File: config.mk
export PLATFORM = sky130hd
export DESIGN_NAME = conv3x3_engine_flat
export DESIGN_NICKNAME = d
export VERILOG_FILES = /design/src/rtl/conv3x3_if.sv /design/src/rtl/conv3x3_engine.sv /design/src/flat_wrapper.sv
export SDC_FILE = /design/constraint.sdc
export NUM_CORES = 1
export LEC_CHECK = 0
export CORE_MARGIN = 10
export CORE_UTILIZATION = 24
export CTS_CLUSTER_DIAMETER = 100
export DETAILED_ROUTE_END_ITERATION = 8
export PLACE_DENSITY_LB_ADDON = 0.2
export SYNTH_ARGS = -nofsm -noshare
export SYNTH_HDL_FRONTEND = slang
export SYNTH_SLANG_ARGS = --single-unit
File: constraint.sdc
create_clock -name clk -period 25.2 [get_ports clk]
set_clock_uncertainty 0.1 [all_clocks]
set_input_delay 3.78 -clock clk [delete_from_list [all_inputs] [get_ports clk]]
set_output_delay 3.78 -clock clk [all_outputs]
set_load 0.05 [all_outputs]
File: src/rtl/conv3x3_if.sv
// Signal bundle for conv3x3_engine: control/config inputs, frame-memory read port,
// result-memory write port and status. The engine takes the master side.
interface conv3x3_if #(
  parameter int XW    = 7,
  parameter int YW    = 7,
  parameter int PIX_W = 8,
  parameter int OUT_W = 8
);
  logic                 start;
  logic                 k_we;
  logic [3:0]           k_idx;
  logic [15:0]          k_data;
  logic                 rd_req;
  logic [XW+YW-1:0]     rd_addr;
  logic [PIX_W-1:0]     rd_data;
  logic                 wr_req;
  logic [XW+YW-1:0]     wr_addr;
  logic [OUT_W-1:0]     wr_data;
  logic                 wr_ack;
  logic                 busy;
  logic                 done;

  modport master (
    input  start, k_we, k_idx, k_data, rd_data, wr_ack,
    output rd_req, rd_addr, wr_req, wr_addr, wr_data, busy, done
  );

  modport slave (
    output start, k_we, k_idx, k_data, rd_data, wr_ack,
    input  rd_req, rd_addr, wr_req, wr_addr, wr_data, busy, done
  );
endinterface

File: src/rtl/conv3x3_engine.sv
// 3x3 convolution over a 2^XW x 2^YW image: loadable signed kernel, bias, arithmetic
// shift and clamp; one tap read per cycle, one handshaked write per pixel.
module conv3x3_engine #(
  parameter int XW     = 7,
  parameter int YW     = 7,
  parameter int PIX_W  = 8,
  parameter int COEF_W = 4,
  parameter int OUT_W  = 8
) (
  input  logic      clk,
  input  logic      reset,
  conv3x3_if.master bus
);
  localparam int AW    = XW + YW;
  localparam int ACC_W = PIX_W + COEF_W + 4;
  localparam int SUM_W = ((ACC_W > 16) ? ACC_W : 16) + 2;
  localparam logic signed [SUM_W-1:0] SAT_HI = SUM_W'((1 << OUT_W) - 1);

  typedef enum logic [2:0] {IDLE, TAP, TAIL, WRITE, FIN} state_t;

  state_t                    state_q, state_d;
  logic [3:0]                t_q, t_d;
  logic [XW-1:0]             x_q, x_d;
  logic [YW-1:0]             y_q, y_d;
  logic signed [ACC_W-1:0]   acc_q, acc_d;
  logic                      pend_q;

  logic signed [COEF_W-1:0]  coef_q [9];
  logic signed [15:0]        bias_q;
  logic [3:0]                shift_q;

  logic                      rd_req_q, rd_req_d;
  logic [AW-1:0]             rd_addr_q, rd_addr_d;
  logic                      wr_req_q, wr_req_d;
  logic [AW-1:0]             wr_addr_q, wr_addr_d;
  logic [OUT_W-1:0]          wr_data_q, wr_data_d;
  logic                      busy_q, busy_d;
  logic                      done_q, done_d;

  logic [3:0]                pidx;
  logic signed [ACC_W-1:0]   pix_ext, coef_ext, prod, acc_sum;
  logic signed [SUM_W-1:0]   biased, shifted;
  logic [OUT_W-1:0]          clamped;
  logic [1:0]                row, col;
  logic                      x_ok, y_ok, last_px;
  logic [XW-1:0]             nx;
  logic [YW-1:0]             ny;

  // Tap t -> {row, col} of the 3x3 window, raster order, centre at t=4.
  function automatic logic [3:0] tap_rc(input logic [3:0] t);
    logic [3:0] rc;
    case (t)
      4'd0:    rc = 4'b00_00;
      4'd1:    rc = 4'b00_01;
      4'd2:    rc = 4'b00_10;
      4'd3:    rc = 4'b01_00;
      4'd4:    rc = 4'b01_01;
      4'd5:    rc = 4'b01_10;
      4'd6:    rc = 4'b10_00;
      4'd7:    rc = 4'b10_01;
      default: rc = 4'b10_10;
    endcase
    return rc;
  endfunction

  // Datapath: data for the tap issued last cycle is on rd_data now.
  always_comb begin
    pidx     = (state_q == TAIL) ? 4'd8 : ((t_q == 4'd0) ? 4'd0 : t_q - 4'd1);
    pix_ext  = ACC_W'($signed({1'b0, bus.rd_data}));
    coef_ext = ACC_W'(coef_q[pidx]);
    prod     = '0;
    if (pend_q) prod = pix_ext * coef_ext;
    acc_sum  = acc_q + prod;
    biased   = SUM_W'(acc_sum) + SUM_W'(bias_q);
    shifted  = biased >>> shift_q;
    if (shifted < 0)           clamped = '0;
    else if (shifted > SAT_HI) clamped = '1;
    else                       clamped = shifted[OUT_W-1:0];
  end

  assign last_px = (x_q == '1) && (y_q == '1);

  always_comb begin
    // NOTE: every signal written here gets a default first, so no path can infer a latch.
    state_d   = state_q;
    t_d       = t_q;
    x_d       = x_q;
    y_d       = y_q;
    acc_d     = acc_q;
    wr_data_d = '0;
    case (state_q)
      IDLE: begin
        if (bus.start) begin
          state_d = TAP;
          t_d     = '0;
          x_d     = '0;
          y_d     = '0;
        end
      end
      TAP: begin
        acc_d = (t_q == 4'd0) ? '0 : acc_sum;
        if (t_q == 4'd8) state_d = TAIL;
        else             t_d     = t_q + 4'd1;
      end
      TAIL: begin
        state_d   = WRITE;
        wr_data_d = clamped;
      end
      WRITE: begin
        wr_data_d = wr_data_q;
        if (bus.wr_ack) begin
          wr_data_d = '0;
          if (last_px) begin
            state_d = FIN;
          end else begin
            state_d = TAP;
            t_d     = '0;
            if (x_q == '1) begin
              x_d = '0;
              y_d = y_q + YW'(1);
            end else begin
              x_d = x_q + XW'(1);
            end
          end
        end
      end
      FIN:     state_d = IDLE;
      default: state_d = IDLE;
    endcase

    // Outputs are registered, so they are derived from the next-cycle state.
    {row, col} = tap_rc(t_d);
    x_ok       = !((col == 2'd0 && x_d == '0) || (col == 2'd2 && x_d == '1));
    y_ok       = !((row == 2'd0 && y_d == '0) || (row == 2'd2 && y_d == '1));
    nx         = x_d + XW'(col) - XW'(1);
    ny         = y_d + YW'(row) - YW'(1);
    rd_req_d   = (state_d == TAP) && x_ok && y_ok;
    rd_addr_d  = rd_req_d ? {ny, nx} : '0;
    wr_req_d   = (state_d == WRITE);
    wr_addr_d  = wr_req_d ? {y_d, x_d} : '0;
    busy_d     = state_d inside {TAP, TAIL, WRITE};
    done_d     = (state_d == FIN);
  end

  // NOTE: sequential state uses non-blocking assignments so every flop samples pre-edge values.
  always_ff @(posedge clk) begin
    if (reset) begin
      state_q   <= IDLE;
      t_q       <= '0;
      x_q       <= '0;
      y_q       <= '0;
      acc_q     <= '0;
      pend_q    <= 1'b0;
      rd_req_q  <= 1'b0;
      rd_addr_q <= '0;
      wr_req_q  <= 1'b0;
      wr_addr_q <= '0;
      wr_data_q <= '0;
      busy_q    <= 1'b0;
      done_q    <= 1'b0;
      // NOTE: the kernel array is configuration, not bulk storage, so it is reset to the Laplacian.
      for (int i = 0; i < 9; i++) coef_q[i] <= (i == 4) ? COEF_W'(-8) : COEF_W'(1);
      bias_q    <= '0;
      shift_q   <= '0;
    end else begin
      state_q   <= state_d;
      t_q       <= t_d;
      x_q       <= x_d;
      y_q       <= y_d;
      acc_q     <= acc_d;
      pend_q    <= rd_req_q;
      rd_req_q  <= rd_req_d;
      rd_addr_q <= rd_addr_d;
      wr_req_q  <= wr_req_d;
      wr_addr_q <= wr_addr_d;
      wr_data_q <= wr_data_d;
      busy_q    <= busy_d;
      done_q    <= done_d;
      // Config only moves while idle, so a frame always sees the set present at start.
      if (state_q == IDLE && bus.k_we) begin
        if (bus.k_idx < 4'd9)       coef_q[bus.k_idx] <= bus.k_data[COEF_W-1:0];
        else if (bus.k_idx == 4'd9)  bias_q            <= bus.k_data;
        else if (bus.k_idx == 4'd10) shift_q           <= bus.k_data[3:0];
      end
    end
  end

  assign bus.rd_req  = rd_req_q;
  assign bus.rd_addr = rd_addr_q;
  assign bus.wr_req  = wr_req_q;
  assign bus.wr_addr = wr_addr_q;
  assign bus.wr_data = wr_data_q;
  assign bus.busy    = busy_q;
  assign bus.done    = done_q;
endmodule

File: src/flat_wrapper.sv
// flat-port wrapper written by rule: the top's interface ports become plain ports
module conv3x3_engine_flat 
#(
  parameter int XW     = 7,
  parameter int YW     = 7,
  parameter int PIX_W  = 8,
  parameter int COEF_W = 4,
  parameter int OUT_W  = 8
)
  (clk, reset, bus_start, bus_k_we, bus_k_idx, bus_k_data, bus_rd_data, bus_wr_ack, bus_rd_req, bus_rd_addr, bus_wr_req, bus_wr_addr, bus_wr_data, bus_busy, bus_done);
  conv3x3_if #(.XW(XW), .YW(YW), .PIX_W(PIX_W), .OUT_W(OUT_W)) bus_i ();
  input  logic clk;
  input  logic reset;
  input wire logic [$bits(bus_i.start)-1:0] bus_start;
  input wire logic [$bits(bus_i.k_we)-1:0] bus_k_we;
  input wire logic [$bits(bus_i.k_idx)-1:0] bus_k_idx;
  input wire logic [$bits(bus_i.k_data)-1:0] bus_k_data;
  input wire logic [$bits(bus_i.rd_data)-1:0] bus_rd_data;
  input wire logic [$bits(bus_i.wr_ack)-1:0] bus_wr_ack;
  output wire logic [$bits(bus_i.rd_req)-1:0] bus_rd_req;
  output wire logic [$bits(bus_i.rd_addr)-1:0] bus_rd_addr;
  output wire logic [$bits(bus_i.wr_req)-1:0] bus_wr_req;
  output wire logic [$bits(bus_i.wr_addr)-1:0] bus_wr_addr;
  output wire logic [$bits(bus_i.wr_data)-1:0] bus_wr_data;
  output wire logic [$bits(bus_i.busy)-1:0] bus_busy;
  output wire logic [$bits(bus_i.done)-1:0] bus_done;
  assign bus_i.start = bus_start;
  assign bus_i.k_we = bus_k_we;
  assign bus_i.k_idx = bus_k_idx;
  assign bus_i.k_data = bus_k_data;
  assign bus_i.rd_data = bus_rd_data;
  assign bus_i.wr_ack = bus_wr_ack;
  assign bus_rd_req = bus_i.rd_req;
  assign bus_rd_addr = bus_i.rd_addr;
  assign bus_wr_req = bus_i.wr_req;
  assign bus_wr_addr = bus_i.wr_addr;
  assign bus_wr_data = bus_i.wr_data;
  assign bus_busy = bus_i.busy;
  assign bus_done = bus_i.done;
  conv3x3_engine #(.XW(XW), .YW(YW), .PIX_W(PIX_W), .COEF_W(COEF_W), .OUT_W(OUT_W)) u_core (.clk(clk), .reset(reset), .bus(bus_i));
endmodule
**Word-level counts from Yosys, hierarchy flattened**

Memories as Yosys holds them, arrays and structs flattened.
Index checks and enable logic that the tools add are counted.

- Register bits: 98
- RAM bits: 36
- Memory bits (read-only): 32
- Output and inout port bits: 40
- Logic and storage cells: 115
- Memories: 2

Memory list:

| memory | words | width | read ports | clocked after Yosys merged registers in | write ports | RTL line | RTL |
|---|---|---|---|---|---|---|---|
| u_core.coef_q | 9 | 4 | 1 | 0 | 9 | conv3x3_engine.sv:28 | `logic signed [COEF_W-1:0] coef_q [9];` |
| (no name shown) | 8 | 4 | 1 | 0 | 0 | conv3x3_engine.sv:52 | `case (t)` |

- Add/sub/neg operators: 10
- Multiply operators: 1
- Magnitude comparators: 3
- Eq/ne operators: 17
- Shift-type cells: 1
- Mux-type cells: 38
- Bitwise operators: 4
- Reduce and logical (&&, ||, !) cells: 24

Operator list:

| kind | count |
|---|---|
| $mux W7 | 8 |
| $mux W4 | 9 |
| $mux W16 | 2 |
| $eq A7 B7 Y1 const B | 4 |
| $pmux W7 S2 | 2 |
| $mux W8 | 3 |
| $gt A18 B9 Y1 const B | 1 |
| $lt A18 B1 Y1 const B | 1 |
| $sshr A17 B4 Y18 | 1 |
| $add A16 B16 Y17 | 1 |
| $add A16 B16 Y16 | 1 |
| $pmux W8 S2 | 1 |
| $add A7 B1 Y7 const B | 2 |
| $add A7 B2 Y7 | 2 |
| $logic_not A7 Y1 | 2 |
| $sub A7 B1 Y7 const B | 2 |
| $mul A9 B4 Y13 | 1 |
| $eq A3 B2 Y1 const B | 4 |
| $eq A4 B4 Y1 const B | 3 |
| $mux W3 | 4 |
| $pmux W3 S4 | 1 |
| $pmux W4 S3 | 1 |
| $logic_and A1 B1 Y1 | 8 |
| $mux W1 | 7 |
| other kinds (18) | 27 |

**Depth between registers and ports, before layout**

Gate-level depths: netlist (run 1).
An unclocked memory read counts as a cell.

- Depth after elaboration: 15
- Mapped depth: 46

**Worst setup path before layout (run 1)**

Ideal clock, no wire load.

- Path type: input to register
- Start: in bus_rd_data[2]
- End: reg u_core.wr_data_q[7] (netlist: u_core.bus.wr_data[7])
- Setup time: 0.127 ns
- Data arrival time: 10.476 ns
- Path slack: 14.497 ns
- Cell stages on the path: 32
- Path buffers: 1
- Path through: inv_1 -> or2_2 -> fa_1 -> fa_1 -> fa_1 -> inv_1 -> ha_1 -> fa_1 -> nand2_1 -> nand2_1 -> a21oi_1 -> o21bai_1 -> a21oi_1 -> xnor2_1 -> and2_1 -> ha_1 -> or3_1 -> o221a_2 -> a41oi_1 -> nor2b_1 -> xnor2_1 -> ha_1 -> clkbuf_1 -> nand2_1 -> nor2_1 -> a211oi_1 -> o21ai_0 -> nand2_1 -> xor2_1 -> o211a_1 -> a41oi_2 -> or3_1

- Longest elaborated chain between the ends: 9
- Elaborated cells between the ends (all ways): 10
- Those cells by class: 2 x add/sub; 1 x mul; 2 x order compare; 1 x shift; 4 x mux

RTL lines:

| what | RTL line | RTL |
|---|---|---|
| start: declaration | flat_wrapper.sv:18 | `input wire logic [$bits(bus_i.rd_data)-1:0] bus_rd_data;` |
| $mul A9 B4 Y13 * | conv3x3_engine.sv:72 | `if (pend_q) prod = pix_ext * coef_ext;` |
| $mux W16 * | conv3x3_engine.sv:72 |  |
| $add A16 B16 Y16 * | conv3x3_engine.sv:73 | `acc_sum = acc_q + prod;` |
| $add A16 B16 Y17 * | conv3x3_engine.sv:74 | `biased = SUM_W'(acc_sum) + SUM_W'(bias_q);` |
| $sshr A17 B4 Y18 * | conv3x3_engine.sv:75 | `shifted = biased >>> shift_q;` |
| $gt A18 B9 Y1 | conv3x3_engine.sv:77 | `else if (shifted > SAT_HI) clamped = '1;` |
| $mux W8 | conv3x3_engine.sv:77 |  |
| $mux W8 * | conv3x3_engine.sv:76 | `if (shifted < 0) clamped = '0;` |
| $pmux W8 S2 * | conv3x3_engine.sv:91 | `case (state_q)` |
| end signal: assignment | conv3x3_engine.sv:176 | `wr_data_q <= wr_data_d;` |
| end: declaration | conv3x3_engine.sv:36 | `logic [OUT_W-1:0] wr_data_q, wr_data_d;` |

Every way passes the cells marked *; elsewhere a longest branch is shown, timed or not.
A chain may end at the register's enable or synchronous reset.

**Worst setup path after layout (run 1)**

Same ends and word-level chain as after synthesis.

==> summary.md, run 1 <==
| Metric | Value |
|---|---|
| Comb pwr share | 23.9% |
| Share of power burned in registers | roughly two fifths |
| Port bufs | between 70 and 80 |
| Max cap viols | 0 |
| Iteration-0 DRC Markers | approximately 530 |
| Post-route ant nets | 0 |
| Ys async rst share | 0% |
| Setup violators final | 0 |
| Largest net degree at the start of global routing | 39 |
| Proportion of power drawn by the clock network | 36.5% |
| Max frequency | roughly 87 MHz |
| Vias per inst | ~4.7 |
| Critical path's largest stage delay | about 0.52 ns |
| Core Footprint | 44100 um2 |
| Net Sw Frac | a little under a third |
| Final-stage net count | approximately 1.4k |
| CTS root buf | clkbuf_16 |
| Clock-pin slew on the worst setup and hold paths | approximately 0.070 ns |
| Drt first pass iters | 5 |
| Final worst path period need | 11.54 ns |
| Hold-fix buffers at CTS | 0 |
| # DRC | 0 |
| Fill cells | ~4.8k |
| Crit path max-delay family | adder cells |
| Final Power | 0.711 mW |
| P_leak | 5.22 nW |
| Clk buf depth | 2 |
| Buffers & Inverters on Critical Path | 3 |
| Area contributors post-synth | dfxtp_1 (18%), edfxtp_1 (18%), ha_1 (10%) |
| Area leader, netlist | dfxtp_1 |
| First-pass GRT wire length | about 47 mm |
| Fraction of layout cells with a size suffix above 1 | 7.18% |
| Clock sinks | ~160 |
| Crit path DAT | between 10 and 15 ns |
| Most numerous cell in the Yosys netlist | nor2_1 |
| FF+latch count, synth | ~160 |
| Placed cells | 1828 |
| Part of the cycle the worst path needs | 45.8% |
| PnR worst setup slack | approximately 14 ns |
| DR WL/cell | 15.7 um |
| P&R area growth vs syn | 18.6% |
| Hold Vio Cnt, Final | 0 |
| Number of diodes | 0 |
| Initial Utilization | between 20% and 30% |
| Worst hold path type | reg -> reg |
| Detail Placement HPWL | about 22 mm |
| FP Rows | 77 |
| Synthesized area | ~11000 um2 |
| Initial antenna violation count | 0 |
| RSZ-0062 raised after global routing | false |
| Final non-filler cell total | ~1.9k |
| TritonCTS Buffers | 17 |
| Worst skew pair latency | 0.47 ns |
| Worst IR Drop VDD | ~0.04 mV |
| Setup TNS | 0 ns |
| Main synth FF type | dfxtp_1 |
| Int Pwr | approximately 0.49 mW |
| Gr ovfl total | 0 |
| Die ar. | approximately 53000 um2 |
| Worst Path Required | 25.45 ns |
| Power Density | 56.1 nW/um2 |
| Post-CTS Setup Bufs | 0 |
| GPL Wtd Cong | approximately 0.83 |
| Vias in the first global route | 8535 |
| Run status | completed |
| Crit end category | flip-flop |
| # resized after CTS | 0 |
| Slowest CP cell | fa_1 |
| DIE WIDTH | roughly 230 um |
| Post-Syn Area per Cell | around 9.0 um2 |
| Synth Instances | 1180 |
| Area after DPL | around 12000 um2 |
| Yosys Warn Count | 0 |
| Synth top cells by count | nor2_1 (149), dfxtp_1 (98), ha_1 (86) |
| Final instance area | between 10000 and 15000 um2 |
| Sw Pwr | 0.221 mW |
| Final WL | between 20 and 30 mm |
| Crit path launch type | input pin |
| Post-synth EDFFs | between 60 and 70 |
| Aggregate global-route resource usage | 11.2% |
| # IOs | 73 |
| TritonCTS clock tree | yes |
| Critical Setup Path Class | in -> reg |
| Area share of the largest cell type after synthesis | 18.4% |
| Slew margin rel. | between 10% and 20% |
| Routed via count | around 8.7k |
| Sequential element share of the synthesized area | approximately 36% |
| Setup WS pre-CTS | 13.22 ns |
| Max Slew Vio Count | 0 |
| Cell variety after synth | 81 |
| Tightest Pin Transition | ~1.3 ns |
| H-tree depth | 4 |
| Maximum fanout along the worst path | 8 |
| Die Span Y | ~230 um |
==> kinds of logic (layout without fill, tap and decap cells) <==
family / Yosys count / count (layout) / share of synthesized area (%)
other: 1 / 28 / 0.0351
buffers and inverters: 118 / 179 / 4.31
adder cells (fa/ha/maj): 103 / 103 / 13.3
flip-flops: 162 / 162 / 36.4
XOR/XNOR: 41 / 41 / 3.36
AND/OR/NAND/NOR: 434 / 434 / 19.9
AO/OA/AOI/OAI: 287 / 287 / 19.3
multiplexers: 34 / 34 / 3.41
==> worst reg2reg max path: cells and delay by family (launching register included) <==
family | cells | cell delay (ns)
muxes | 2 | 0.42
and+or+nand+nor | 11 | 1.93
xor gates and xnor gates | 2 | 0.30
adders and majority gates | 8 | 3.17
buffers and inverters | 3 | 0.92
AOI/OAI and AO/OA | 15 | 3.78
DFF | 1 | 0.46
==> final timing paths <==
path | start | cells after the start | slack, ns | end
setup / recovery | bus_rd_data[2] | 32 | 13.66 | u_core.bus.wr_data[7]
hold / removal | u_core.bus.rd_req | 1 | 0.37 | u_core.pend_q
setup reg to reg | u_core.t_q[0] | 41 | 13.98 | u_core.bus.wr_data[7]
hold reg to reg | u_core.bus.rd_req | 1 | 0.37 | u_core.pend_q
==> state kept, by name, indices dropped and copies added, names as in the netlist <==
register	flops
u_core.bias_q	16
u_core.bus.rd_req	1
u_core.pend_q	1
u_core.y_q	7
u_core.state_q	3
u_core.bus.wr_data	8
u_core.x_q	7
u_core.shift_q	4
u_core.bus.rd_addr	14
u_core.acc_q	16
u_core.bus.wr_req	1
u_core.t_q	4
u_core.bus.done	1
u_core.bus.wr_addr	14
u_core.coef_q	64
u_core.bus.busy	1
==> per-layer routing <==
| metal | part of all wire, % | vias to the layer above | global-route usage (%) |
|---|---|---|---|
| li1 | - | 4391 | - |
| met1 | 49 | 4164 | 14.7 |
| met2 | 46 | 111 | 17.7 |
| met3 | 3.0 | 28 | 2.32 |
| met4 | 1.7 | 0 | 4.21 |
| met5 | 0 | - | 0 |
==> metrics by stage <==
step / utilization, % / hold slack, ns
2_1_floorplan: - / 0.361
3_3_place_gp: 27.4 / 0.376
4_1_cts: 28.7 / 0.381
6_report: 28.7 / 0.369
5_1_grt: 28.7 / 0.387
3_5_place_dp: 27.4 / 0.379
==> layout by cell type (no fill, tap or decap), types with 6 or more instances in the layout <==
master and instances:
nor2_1 148, dfxtp_1 98, ha_1 86, nand2_1 84, clkdlybuf4s50_1 71, a21oi_1 67
edfxtp_1 64, inv_1 63, and2_1 51, a211oi_1 38, conb_1 28, a22oi_1 27
nor3_1 24, mux2i_1 24, xnor2_1 23, o21ai_0 21, a21o_1 18, xor2_1 18
or2_2 17, fa_1 17, clkbuf_16 17, nand3_1 16, nor2b_1 14, nand2b_1 14
a31oi_1 12, and3_1 11, o21bai_1 11, or3_1 10, nor2_2 10, a221oi_1 10
buf_4 10, nand4_1 8, o21a_1 8, mux2_2 8, inv_6 7, a221o_1 6
a311o_1 6, o211ai_1 6, o31ai_1 6
==> power groups by stage <==
| stage | Sequential (mW) | Clock, mW | Combinational (mW) |
|---|---|---|---|
| 6_report | 0.281 | 0.259 | 0.170 |
| 5_1_grt | 0.282 | 0.281 | 0.195 |
| 4_1_cts | 0.281 | 0.270 | 0.174 |
| 3_5_place_dp | 0.287 | 0 | 0.172 |
| 3_3_place_gp | 0.287 | 0 | 0.174 |
| 2_1_floorplan | 0.287 | 0 | 0.128 |
==> cell type report <==
cell class                 count  area [um2]  share of cell area (%)
multi-input combinational    927        6440                    50.8
timing repair buffer          82         791                    6.24
inverter                      65         244                    1.93
clock inverter                15         146                    1.16
tap                          592         741                    5.85
clock buffer                  17         425                    3.36
sequential                   162        3880                    30.7
(Power assumes the default switching activity.)
==> run 2: changes to the inputs <==
clock period = 9.5 ns   (was 25.2 ns; I/O delays follow)
==> run 2 against run 1 <==
Via count up 0.66%. Design area up 3.8%. First-iteration DRC count increased by 4.9%. Setup slack got worse by 13 ns. Combinational power grew to 3.0 times the previous value. Clock power rose to 2.7 times the previous value. Cell count is 1.4% higher. Sequential share of layout area down 1.1 points. Critical path type is now reg -> reg. Largest cell class unchanged.
==> summary.md, run 2 (synthesized netlist as in run 1, its figures left out) <==
| Metric | Value |
|---|---|
| Run status | completed |
| Max cap viols | 0 |
| Comb pwr share | 26.0% |
| Worst reg2reg endpoint | u_core.bus.wr_data[7] |
| Worst skew pair latency | ~0.48 ns |
| Largest net degree at the start of global routing | 40 |
| Met3 Use GR | under 10% |
| PnR worst setup slack | around 0.55 ns |
| H-tree depth | 4 |
| Setup violators final | 0 |
| Area of the multi-input gates | about 6700 um2 |
| Sw Pwr | 0.636 mW |
| Clk buf depth | 2 |
| Final worst path period need | 8.95 ns |
| Net Sw Frac | 32.6% |
| Setup WS pre-CTS | ~0.1 ns |
| DR WL/cell | about 16 um |
| FF-to-FF setup slack | approximately 0.55 ns |
| Clock sinks | around 160 |
| Int Pwr | about 1.3 mW |
| GR Util met1 | ~15% |
| FP Rows | 77 |
| Critical path's largest stage delay | roughly 0.52 ns |
| Final WL | approximately 30 mm |
| Vias per inst | ~4.6 |
| Fraction of layout cells with a size suffix above 1 | 11.9% |
| Tightest Pin Transition | about 1.0 ns |
| Slowest CP cell | fa_1 |
| Reg area | between 3000 and 4000 um2 |
| Most Crowded Layer GR | met2 |
| Crit path launch type | flip-flop |
| Critical R2R Launch | u_core.t_q[1] |
| Clock-pin slew on the worst setup and hold paths | 0.07 ns |
| Drt first pass iters | 5 |
| Maximum fanout along the worst path | 16 |
| Met2 GRT Util | between 10% and 20% |
| Slew margin rel. | about 32% |
| Post-route ant nets | 0 |
| # DRC | 0 |
| Hold_sp | u_core.bus.rd_req |
| Top Registers | u_core.coef_q: 64 flops, u_core.acc_q: 16 flops, u_core.bias_q: 16 flops |
| Hold EP | u_core.pend_q |
| Number of diodes | 0 |
| Detail Placement HPWL | about 23 mm |
| # IOs | between 70 and 80 |
| Max Slew Vio Count | 0 |
| TritonCTS clock tree | yes |
| Commonest non-fill, non-tap cell in the layout | nor2_1 |
| DIE WIDTH | ~230 um |
| CTS root buf | clkbuf_16 |
| Final instance area | roughly 13000 um2 |
| Initial Utilization | between 20% and 30% |
| Setup TNS | 0 ns |
| Max reg flops | 64 |
| Biggest register | u_core.coef_q |
| Vias in the first global route | 8849 |
| Routed via count | between 8k and 9k |
| Fill cells | 4759 |
| Most frequent cells in the layout | nor2_1 (145), dfxtp_1 (98), nand2_1 (83), ha_1 (83), clkdlybuf4s50_1 (71) |
| Gr ovfl total | 0 |
| Part of the cycle the worst path needs | between 90% and 100% |
| Max frequency | about 110 MHz |
| Hold Path Cell Cnt | 1 |
| Hold Vio Cnt, Final | 0 |
| RSZ-0062 raised after global routing | false |
| Power Density | approximately 150 nW/um2 |
| Die ar. | 53300 um2 |
| Aggregate global-route resource usage | between 10 and 15% |
| Die Span Y | 231 um |
| Setup crit start | u_core.t_q[1] |
| Path depth of the worst reg2reg path | between 40 and 50 |
| Crit path DAT | 9.22 ns |
| Critical Setup Path Class | reg -> reg |
| Crit end category | flip-flop |
| GPL Wtd Cong | approximately 0.86 |
| Min Hold Slack | between 0.3 and 0.4 ns |
| Final-stage net count | between 1k and 1.5k |
| Hold-fix buffers at CTS | 0 |
| Worst hold path type | reg -> reg |
| Initial antenna violation count | 0 |
| P&R area growth vs syn | 23.2% |
| Worst IR Drop VDD | about 0.11 mV |
| P_leak | 5.43 nW |
| Port bufs | between 70 and 80 |
| Proportion of power drawn by the clock network | approximately 36% |
| Area after DPL | roughly 12000 um2 |
| Share of power burned in registers | 38.3% |
| Core Footprint | approximately 44000 um2 |
| Worst Path Required | roughly 9.8 ns |
| Iteration-0 DRC Markers | 555 |
| TritonCTS Buffers | 17 |
| First-pass GRT wire length | between 40 and 50 mm |
## run 2: cell count changes in the layout (fill, tap and decap cells not counted), sizes merged
cell | previous run | this run
inv | 73 | 77
buf | 11 | 36
clkinvlp | 1 | 0
clkbuf | 17 | 18
bufinv | 1 | 0
clkinv | 5 | 3
## run 2: worst max-delay path by stage
stage and end:
2_1_floorplan u_core.bus.wr_data[7], 3_5_place_dp u_core.bus.wr_data[7], 5_1_grt u_core.bus.wr_data[7], 4_1_cts u_core.bus.wr_data[5]
6_report u_core.bus.wr_data[7], 3_3_place_gp u_core.bus.wr_data[7]
## run 2: cell type report
type | instances | share of cell area, %
well taps | 592 | 5.63
repair buffers | 108 | 8.00
flip-flops and latches | 162 | 29.5
inverters | 65 | 1.85
multi-input cells | 927 | 50.6
clock inverters | 15 | 1.17
clock buffers | 17 | 3.23
## run 2: metrics by stage
| stage | power [mW] | utilization [%] | std cells |
|---|---|---|---|
| 2_1_floorplan | 1.10 | - | 1207 |
| 3_3_place_gp | 1.24 | 27.9 | 1851 |
| 3_5_place_dp | 1.24 | 27.9 | 1851 |
| 4_1_cts | 1.95 | 29.2 | 1883 |
| 5_1_grt | 2.08 | 29.8 | 1886 |
| 6_report | 1.95 | 29.8 | 1886 |
## run 2: what timing repair did
action                     in CTS  in global routing
gates resized for setup         0                 48
setup endpoints to repair       0                  8
setup buffers                   0                  2
## run 2: per-layer routing
| layer | vias up | part of all wire [%] |
|---|---|---|
| li1 | 4436 | - |
| met1 | 4146 | 48 |
| met2 | 142 | 46 |
| met3 | 27 | 3.4 |
| met4 | 0 | 2.4 |
| met5 | - | 0 |
## run 2: critical path: cells and delay by family, from the launching register on
| kind | cells | cell delay (ns) |
|---|---|---|
| xor+xnor | 2 | 0.25 |
| buf+inv | 6 | 0.75 |
| flops | 1 | 0.31 |
| fa+ha+maj | 8 | 2.76 |
| compound gates | 14 | 2.49 |
| simple gates | 12 | 2.18 |
## run 2: power by group through the flow
stage / Combinational (mW) / Clock [mW] / Sequential [mW]
after detailed placement: 0.473 / 0 / 0.763
after global routing: 0.585 / 0.751 / 0.748
after CTS: 0.478 / 0.725 / 0.747
after floorplan: 0.339 / 0 / 0.762
after global placement: 0.478 / 0 / 0.763
final: 0.508 / 0.697 / 0.747
==> run 3: changes to the inputs <==
CAP_MARGIN = 10   (was default)
CTS_CLUSTER_DIAMETER = 60   (was 100)
==> results of run 3 <==
Final layout, timing and power as in run 2 (identical DEF).
